### src/rtl/island_pkg.sv
// rtl/island_pkg.sv - shared types and defaults for the island symbol feeder
package island_pkg;

  typedef logic [1:0] sym_t;

  typedef enum logic {
    IDLE = 1'b0,
    HOLD = 1'b1
  } feeder_state_t;

  localparam sym_t SYM_IDLE_DEFAULT = 2'b00;

endpackage

### src/rtl/island_sym_fifo.sv
// rtl/island_sym_fifo.sv - DEPTH-entry symbol FIFO with registered occupancy
module island_sym_fifo
  import island_pkg::*;
#(
  parameter int DEPTH = 8,
  localparam int PW = $clog2(DEPTH),
  localparam int LW = $clog2(DEPTH + 1)
) (
  input  logic          clk,
  input  logic          rst,
  input  logic          push,
  input  logic [1:0]    push_sym,
  input  logic          pop,
  output logic [1:0]    head,
  output logic [LW-1:0] level,
  output logic          full,
  output logic          empty
);

  logic [PW-1:0] wr_ptr_q, wr_ptr_d;
  logic [PW-1:0] rd_ptr_q, rd_ptr_d;
  logic [LW-1:0] level_q, level_d;
  sym_t          mem_q [DEPTH];
  sym_t          mem_d [DEPTH];
  logic          push_ok;
  logic          pop_ok;

  assign full    = (level_q == LW'(DEPTH));
  assign empty   = (level_q == '0);
  assign push_ok = push && !full;
  assign pop_ok  = pop && !empty;

  always_comb begin
    mem_d    = mem_q;
    wr_ptr_d = wr_ptr_q;
    rd_ptr_d = rd_ptr_q;
    level_d  = level_q;
    if (push_ok) begin
      mem_d[wr_ptr_q] = push_sym;
      wr_ptr_d        = wr_ptr_q + 1'b1;
    end
    if (pop_ok) begin
      rd_ptr_d = rd_ptr_q + 1'b1;
    end
    // Simultaneous push and pop leaves the occupancy untouched.
    case ({push_ok, pop_ok})
      2'b10:   level_d = level_q + 1'b1;
      2'b01:   level_d = level_q - 1'b1;
      default: level_d = level_q;
    endcase
  end

  always_ff @(posedge clk or posedge rst) begin
    if (rst) begin
      wr_ptr_q <= '0;
      rd_ptr_q <= '0;
      level_q  <= '0;
      for (int i = 0; i < DEPTH; i++) begin
        mem_q[i] <= '0;
      end
    end else begin
      wr_ptr_q <= wr_ptr_d;
      rd_ptr_q <= rd_ptr_d;
      level_q  <= level_d;
      mem_q    <= mem_d;
    end
  end

  assign head  = mem_q[rd_ptr_q];
  assign level = level_q;

endmodule

### src/rtl/island_symbol_feeder.sv
// rtl/island_symbol_feeder.sv - buffers producer symbols and replays each for HOLD_CYCLES clocks
// Optional sticky overflow flag output enabled by ISLAND_FEEDER_OVF_EN.
module island_symbol_feeder
  import island_pkg::*;
#(
  parameter int   DEPTH       = 8,
  parameter int   HOLD_CYCLES = 2,
  parameter sym_t IDLE_SYM    = SYM_IDLE_DEFAULT
) (
  input  logic                       clk,
  input  logic                       rst,
  input  logic                       in_valid,
  input  logic [1:0]                 in_sym,
  output logic                       in_ready,
  output logic [1:0]                 data_out,
  output logic                       busy,
  output logic [$clog2(DEPTH+1)-1:0] level
`ifdef ISLAND_FEEDER_OVF_EN
  ,
  output logic                       ovf
`endif
);

  localparam int LW = $clog2(DEPTH + 1);
  localparam int HW = $clog2(HOLD_CYCLES + 1);
  localparam logic [HW-1:0] HOLD_RELOAD = HW'(HOLD_CYCLES - 1);

  feeder_state_t state_q, state_d;
  logic [HW-1:0] hold_cnt_q, hold_cnt_d;
  sym_t          data_out_q, data_out_d;

  logic          fifo_push;
  logic          fifo_pop;
  sym_t          fifo_head;
  logic [LW-1:0] fifo_level;
  logic          fifo_full;
  logic          fifo_empty;

  // in_ready comes from the registered occupancy only, so a same-cycle pop never frees a slot early.
  assign fifo_push = in_valid && !fifo_full;

  island_sym_fifo #(
    .DEPTH(DEPTH)
  ) u_fifo (
    .clk      (clk),
    .rst      (rst),
    .push     (fifo_push),
    .push_sym (in_sym),
    .pop      (fifo_pop),
    .head     (fifo_head),
    .level    (fifo_level),
    .full     (fifo_full),
    .empty    (fifo_empty)
  );

  always_ff @(posedge clk or posedge rst) begin
    if (rst) begin
      state_q    <= IDLE;
      hold_cnt_q <= '0;
      data_out_q <= IDLE_SYM;
    end else begin
      state_q    <= state_d;
      hold_cnt_q <= hold_cnt_d;
      data_out_q <= data_out_d;
    end
  end

  always_comb begin
    state_d = state_q;
    case (state_q)
      IDLE: if (!fifo_empty) state_d = HOLD;
      HOLD: if ((hold_cnt_q == '0) && fifo_empty) state_d = IDLE;
      default: state_d = IDLE;
    endcase
  end

  always_comb begin
    fifo_pop   = 1'b0;
    hold_cnt_d = hold_cnt_q;
    data_out_d = data_out_q;
    case (state_q)
      IDLE: begin
        if (!fifo_empty) begin
          fifo_pop   = 1'b1;
          data_out_d = fifo_head;
          hold_cnt_d = HOLD_RELOAD;
        end else begin
          data_out_d = IDLE_SYM;
        end
      end
      HOLD: begin
        if (hold_cnt_q != '0) begin
          hold_cnt_d = hold_cnt_q - 1'b1;
        end else if (!fifo_empty) begin
          // Last hold cycle with more queued: chain the next symbol with no idle gap.
          fifo_pop   = 1'b1;
          data_out_d = fifo_head;
          hold_cnt_d = HOLD_RELOAD;
        end else begin
          data_out_d = IDLE_SYM;
        end
      end
      default: begin
        data_out_d = IDLE_SYM;
      end
    endcase
  end

`ifdef ISLAND_FEEDER_OVF_EN
  logic ovf_q, ovf_d;

  assign ovf_d = ovf_q || (in_valid && fifo_full);

  always_ff @(posedge clk or posedge rst) begin
    if (rst) begin
      ovf_q <= 1'b0;
    end else begin
      ovf_q <= ovf_d;
    end
  end

  assign ovf = ovf_q;
`endif

  assign in_ready = !fifo_full;
  assign data_out = data_out_q;
  assign busy     = (state_q == HOLD);
  assign level    = fifo_level;

endmodule
### config.mk
export PLATFORM = sky130hd
export DESIGN_NAME = island_symbol_feeder
export DESIGN_NICKNAME = d
export VERILOG_FILES = /design/src/rtl/island_pkg.sv /design/src/rtl/island_sym_fifo.sv /design/src/rtl/island_symbol_feeder.sv
export SDC_FILE = /design/constraint.sdc
export NUM_CORES = 1
export LEC_CHECK = 0
export CAP_MARGIN = 20
export CORE_MARGIN = 2
export CORE_UTILIZATION = 30
export DETAILED_ROUTE_END_ITERATION = 10
export HOLD_SLACK_MARGIN = 0.08
export PLACE_DENSITY = 0.54
export SYNTH_ARGS = -nofsm -noshare
export SYNTH_HDL_FRONTEND = slang
export SYNTH_HIERARCHICAL = 1
export SYNTH_SLANG_ARGS = --single-unit
### constraint.sdc
create_clock -name clk -period 3.6 [get_ports clk]
set_input_delay 0.9 -clock clk [delete_from_list [all_inputs] [get_ports clk]]
set_output_delay 0.9 -clock clk [all_outputs]
set_load 0.02 [all_outputs]
==> impl_metrics.tcl, run 1 <==
set metrics [dict create \
    grt_use_total_pct 11.59 \
    cts_tree "done" \
    status "finished, final reports clean" \
    yosys_warnings 6 \
    postRouteAntennaNets 0 \
    hp-class "reg2reg" \
    path_common_cell "ha_1" \
    ys.flop_type "dfrtp_1" \
    coreArea_mm2 0.005172 \
    drive_gt1_share_pct 25.69 \
    worstPathMaxFanout 5 \
    antenna_found_initial 0 \
    fmax_mhz 322.9 \
    fin_skew_ns 0.007550 \
    place_ws_ns 0.2069 \
    initial_core_util_pct 31.54 \
    cts_root_buf "clkbuf_8" \
    ctsResizeCount 0 \
    finalCritPeriodShare_pct 86.02 \
    grt.overflow.total 0 \
    die_x_um 77.75 \
    power_density_mw_per_mm2 991.3 \
    antenna_cells 0 \
    slowest_stage "or4b_2" \
    drcViolationCount 0 \
    report.final.slew_viol_count 0 \
    syn-num-nets 137 \
    synthDistinctLibCells 37 \
    vias 1038 \
    synth.cell_area_mm2 0.001632 \
    grt_first_pass_wirelength_mm 5.354 \
    viasPerCell 4.850 \
    tns_ns 0 \
    syn_inst 126 \
    relSlewSlack_pct 59.90 \
    clock_path_buffers 2 \
    cts.sinks 31 \
    end_kind "register" \
    async_flop_share_pct 100.0 \
    synth-edff-count 0 \
    cts_max_level 2 \
    critical_path_arrival_ns 3.24 \
    numCtsBuffers 5 \
    dieArea_mm2 0.006044 \
    area_growth_pct 18.25 \
    nFillCells 514 \
    grt_pass1_vias 1132 \
    clk_pin_slew_ns 0.06 \
    wire_per_inst_um 14.26 \
    path_cells "clkdlybuf4s50_1 > nor2b_1 > nand2b_1 > ha_1 > ha_1 > or4b_2 > o311ai_0 > o211ai_1" \
    setup_slack_ns 0.5033 \
    grt_max_degree 27 \
    die_y_um 77.75 \
    finalSetupViolations 0 \
    dpl.hpwl_mm 2.302 \
    required_ns 3.75 \
    drv_cap 0 \
    period_needed_ns 3.097 \
    cts_setup_buffers 0 \
    seq_area_frac_synth_pct 47.55 \
    dr.pass1.iters 4 \
    core.rowCount 26 \
    path_class "in2reg" \
    reg2reg_depth 8 \
    syn_avg_cell_area_um2 12.95 \
    fin_nets 155 \
    timing_worst_slew_pin_value_ns 0.5989 \
    numPortBuffers 12 \
    globalplace.congestion 0.7188 \
    synth.area.top_cells "dfrtp_1, mux2_2, mux4_2, ha_1, mux2_1" \
    pin_count 13 \
    routed_wl_mm 3.051 \
    hold_viol_final 0 \
    yosysMostFrequentCell "dfrtp_1" \
    synth_top_area_share_pct 47.55 \
    ys_top_cells_by_count "dfrtp_1, mux2_2, nand2_1" \
    holdPathStages 1 \
    crit_path_start_kind "primary input" \
    clkLatencyLatePin_ns 0.28 \
    ctsHoldBuffers 0 \
    rsz0062_at_grt "false" \
    cpPeakStageDelay_ns 0.63 \
    ir_worst_vdd_uv 260.1 \
    ys_ff_latch 31 \
    drt_iter0_markers 39 \
    synth_area_leader_cell "dfrtp_1" \
    leakagePower_nw 0.8081 \
]
[worst max-delay path, delay by kind of cell]
family          cells  cell delay [ns]
buf+inv             1             0.45
simple gates        3             1.04
fa+ha+maj           2             0.58
compound gates      2             0.27
[area by class of cell]
type | instances | area, um^2 | share of cell area (%)
Multi-Input combinational cell | 83 | 798.3 | 41.37
Sequential cell | 31 | 775.7 | 40.21
Timing Repair Buffer | 15 | 150.1 | 7.782
Tap cell | 70 | 87.58 | 4.540
Clock buffer | 6 | 82.58 | 4.280
Inverter | 8 | 30.03 | 1.556
Clock inverter | 1 | 5.005 | 0.2594
[routing by layer]
metal | global-route usage [%] | routed length [um]
met1 | 12.97 | 1301
met3 | 3.837 | 90
met2 | 20.34 | 1611
met4 | 4.286 | 47
met5 | 0 | 0
[layout by cell type, fill, tap and decap left out, types with 2 or more instances in the layout]
cell type / n
a21oi_1: 2
buf_4: 2
clkbuf_8: 6
clkdlybuf4s50_1: 12
dfrtp_1: 31
ha_1: 5
inv_1: 8
mux2_1: 4
mux2_2: 16
mux2_4: 2
mux2i_1: 3
mux4_2: 4
nand2_1: 9
nand2b_1: 2
nor2_1: 2
nor2b_1: 5
nor3_1: 2
nor3b_1: 2
nor4b_1: 3
or4_4: 2
xnor2_1: 4
xor2_1: 2
[power breakdown]
group	leakage, nW	switching (mW)	total [mW]	internal [mW]
clock	0.0470	0.125	0.275	0.150
combinational	0.390	0.397	0.927	0.530
sequential	0.371	0.184	0.711	0.527
total	0.808	0.706	1.91	1.21
[per-stage QoR]
step | instance area [um^2] | power [mW] | std cells | utilization [%] | hold WS, ns
finish | 1929 | 1.913 | 214 | 37.30 | 0.4983
global route | 1929 | 2.084 | 214 | 37.30 | 0.5289
CTS | 1914 | 1.935 | 213 | 37.01 | 0.5016
detailed placement | 1827 | 1.649 | 206 | 35.32 | 0.4871
global placement | 1827 | 1.597 | 206 | 35.32 | 0.4729
floorplan | 1632 | 1.404 | 126 | - | 0.4594
[cells by family (layout without fill, tap and decap cells)]
family	after synthesis	in the layout	synth area share, %
AOI/OAI and AO/OA	9	9	4.141
DFF	31	31	47.55
xor gates and xnor gates	6	6	3.221
and+or+nand+nor	33	33	13.50
buffers and inverters	12	30	3.527
adders and majority gates	6	6	5.061
muxes	29	29	23.01
[worst paths after layout]
path	slack [ns]	endpoint	startpoint
max	0.50	u_fifo/level[3]	in_valid
min	0.50	u_fifo/mem_q[12]	u_fifo/mem_q[12]
max reg2reg	0.62	u_fifo/level[3]	u_fifo/level[1]
min reg2reg	0.50	u_fifo/mem_q[12]	u_fifo/mem_q[12]
max in group asynchronous	2.08	u_fifo/mem_q[15]	rst
min in group asynchronous	0.84	busy	rst
[sequential cells by signal (all words and copies together), names as in the netlist]
register	count
u_fifo/mem_q	16
u_fifo/wr_ptr_q	3
data_out	2
u_fifo/rd_ptr_q	3
u_fifo/level	4
busy	1
hold_cnt_q	2
Power figures use the tool's default switching activity.
==> run 2, diff against run 1 <==
Settings changed: CORE_UTILIZATION 30 to 35, PLACE_DENSITY 0.54 to 0.6, SKIP_CTS_REPAIR_TIMING from default to 1.
==> impl_metrics.tcl, run 2 (synthesis results as in run 1) <==
set metrics [dict create \
    fmax_mhz 329.4 \
    path_cells "clkdlybuf4s50_1 > nor2b_1 > nand2b_1 > ha_1 > ha_1 > or4b_2 > o311ai_0 > o211ai_1" \
    dpl.hpwl_mm 2.209 \
    worstPathMaxFanout 5 \
    clock_path_buffers 2 \
    required_ns 3.75 \
    cpPeakStageDelay_ns 0.61 \
    finalCritPeriodShare_pct 84.32 \
    grt_use_met2_pct 21.81 \
    viasPerCell 5.330 \
    area_growth_pct 17.48 \
    critical_path_arrival_ns 3.19 \
    vias 1050 \
    die_x_um 72.28 \
    grt_max_degree 27 \
    finalSetupViolations 0 \
    fin_nets 155 \
    multi_input_area_um2 798.3 \
    slowest_stage "or4b_2" \
    coreArea_mm2 0.004414 \
    path_class "in2reg" \
    nFillCells 408 \
    hp-class "reg2reg" \
    largest_reg_flops 16 \
    postRouteAntennaNets 0 \
    cts.sinks 31 \
    path_delay_family "simple AND/OR/NAND/NOR gates" \
    grt_use_met1_pct 16.77 \
    dr.pass1.iters 4 \
    clkLatencyLatePin_ns 0.28 \
    fin_skew_ns 0.002665 \
    report.final.slew_viol_count 0 \
    power.total_mw 1.903 \
    relSlewSlack_pct 58.43 \
    hold_viol_final 0 \
    fin_cells 197 \
    pin_count 13 \
    antenna_found_initial 0 \
    numPortBuffers 12 \
    grt_pass1_vias 1113 \
    grt_use_total_pct 13.33 \
    tns_ns 0 \
    cts_max_level 2 \
    status "finished, final reports clean" \
    dieArea_mm2 0.005224 \
    ir_worst_vdd_uv 377.5 \
    period_needed_ns 3.035 \
    path_common_cell "ha_1" \
    dp_cells 188 \
    grt.overflow.total 0 \
    routed_wl_mm 2.960 \
    power_density_mw_per_mm2 992.6 \
    crit_path_start_kind "primary input" \
    initial_core_util_pct 36.96 \
    die_y_um 72.28 \
    cts_root_buf "clkbuf_8" \
    layout_common_cells "dfrtp_1, mux2_2, clkdlybuf4s50_1, nand2_1, inv_1" \
    end_kind "register" \
    clk_pin_slew_ns 0.06 \
    rsz0062_at_grt "false" \
    crit_buf_inv 1 \
    drive_gt1_share_pct 25.52 \
    timing_worst_slew_pin_value_ns 0.6155 \
    grt_first_pass_wirelength_mm 5.285 \
    final_common_cell "dfrtp_1" \
    drv_cap 0 \
    regMostFlops "u_fifo/mem_q" \
    wire_per_inst_um 15.03 \
    numCtsBuffers 5 \
    leakagePower_nw 0.8075 \
    regArea_um2 775.7 \
    globalplace.congestion 0.7229 \
    antenna_cells 0 \
    grt_use_met3_pct 4.306 \
    top_usage_layer "met2" \
    cts_tree "done" \
    drcViolationCount 0 \
    core.rowCount 24 \
    drt_iter0_markers 33 \
]
==> run 2: changes by cell type in the layout (fill, tap and decap cells not counted), sizes merged <==
cell,delta
clkinvlp,+1
==> run 2: metal layers <==
metal  share of wire, %  up-vias  wire [um]
li1                   -      497          -
met1                 45      528       1341
met2                 50       19       1491
met3                2.8        6         83
met4                1.5        0         44
met5                  0        -          0
==> run 2: cell type report <==
cell class                      instances  area share [%]
Multi-Input combinational cell         83           41.64
Clock buffer                            6           3.786
Tap cell                               52           3.394
Timing Repair Buffer                   15           8.486
Sequential cell                        31           40.47
Clock inverter                          2          0.6527
Inverter                                8           1.567
==> run 2: final timing paths <==
path                                   from          endpoint  slack [ns]  cells after the start
max                                in_valid   u_fifo/level[3]        0.56                      8
min                        u_fifo/mem_q[12]  u_fifo/mem_q[12]        0.49                      1
max reg2reg                 u_fifo/level[1]   u_fifo/level[3]        0.71                      8
min reg2reg                u_fifo/mem_q[12]  u_fifo/mem_q[12]        0.49                      1
max in group asynchronous               rst   u_fifo/mem_q[0]        2.22                      3
min in group asynchronous               rst       data_out[1]        0.84                      2
==> run 2: stage by stage <==
step | cell area, um^2 | utilization, % | worst slack, ns | hold slack, ns
final | 1917 | 43.42 | 0.5646 | 0.4930
after global routing | 1917 | 43.42 | 0.4184 | 0.5229
after CTS | 1889 | 42.80 | 0.5562 | 0.5052
after detailed placement | 1804 | 40.87 | 0.2501 | 0.4855
after global placement | 1804 | 40.87 | 0.3352 | 0.4708
after floorplan | 1632 | - | 0.5791 | 0.4594
==> run 2: report_power, final <==
| part | leakage, nW | internal (mW) | switching [mW] | total [mW] |
|---|---|---|---|---|
| Clock | 0.0412 | 0.135 | 0.124 | 0.259 |
| Combinational | 0.396 | 0.532 | 0.403 | 0.934 |
| Sequential | 0.371 | 0.526 | 0.183 | 0.710 |
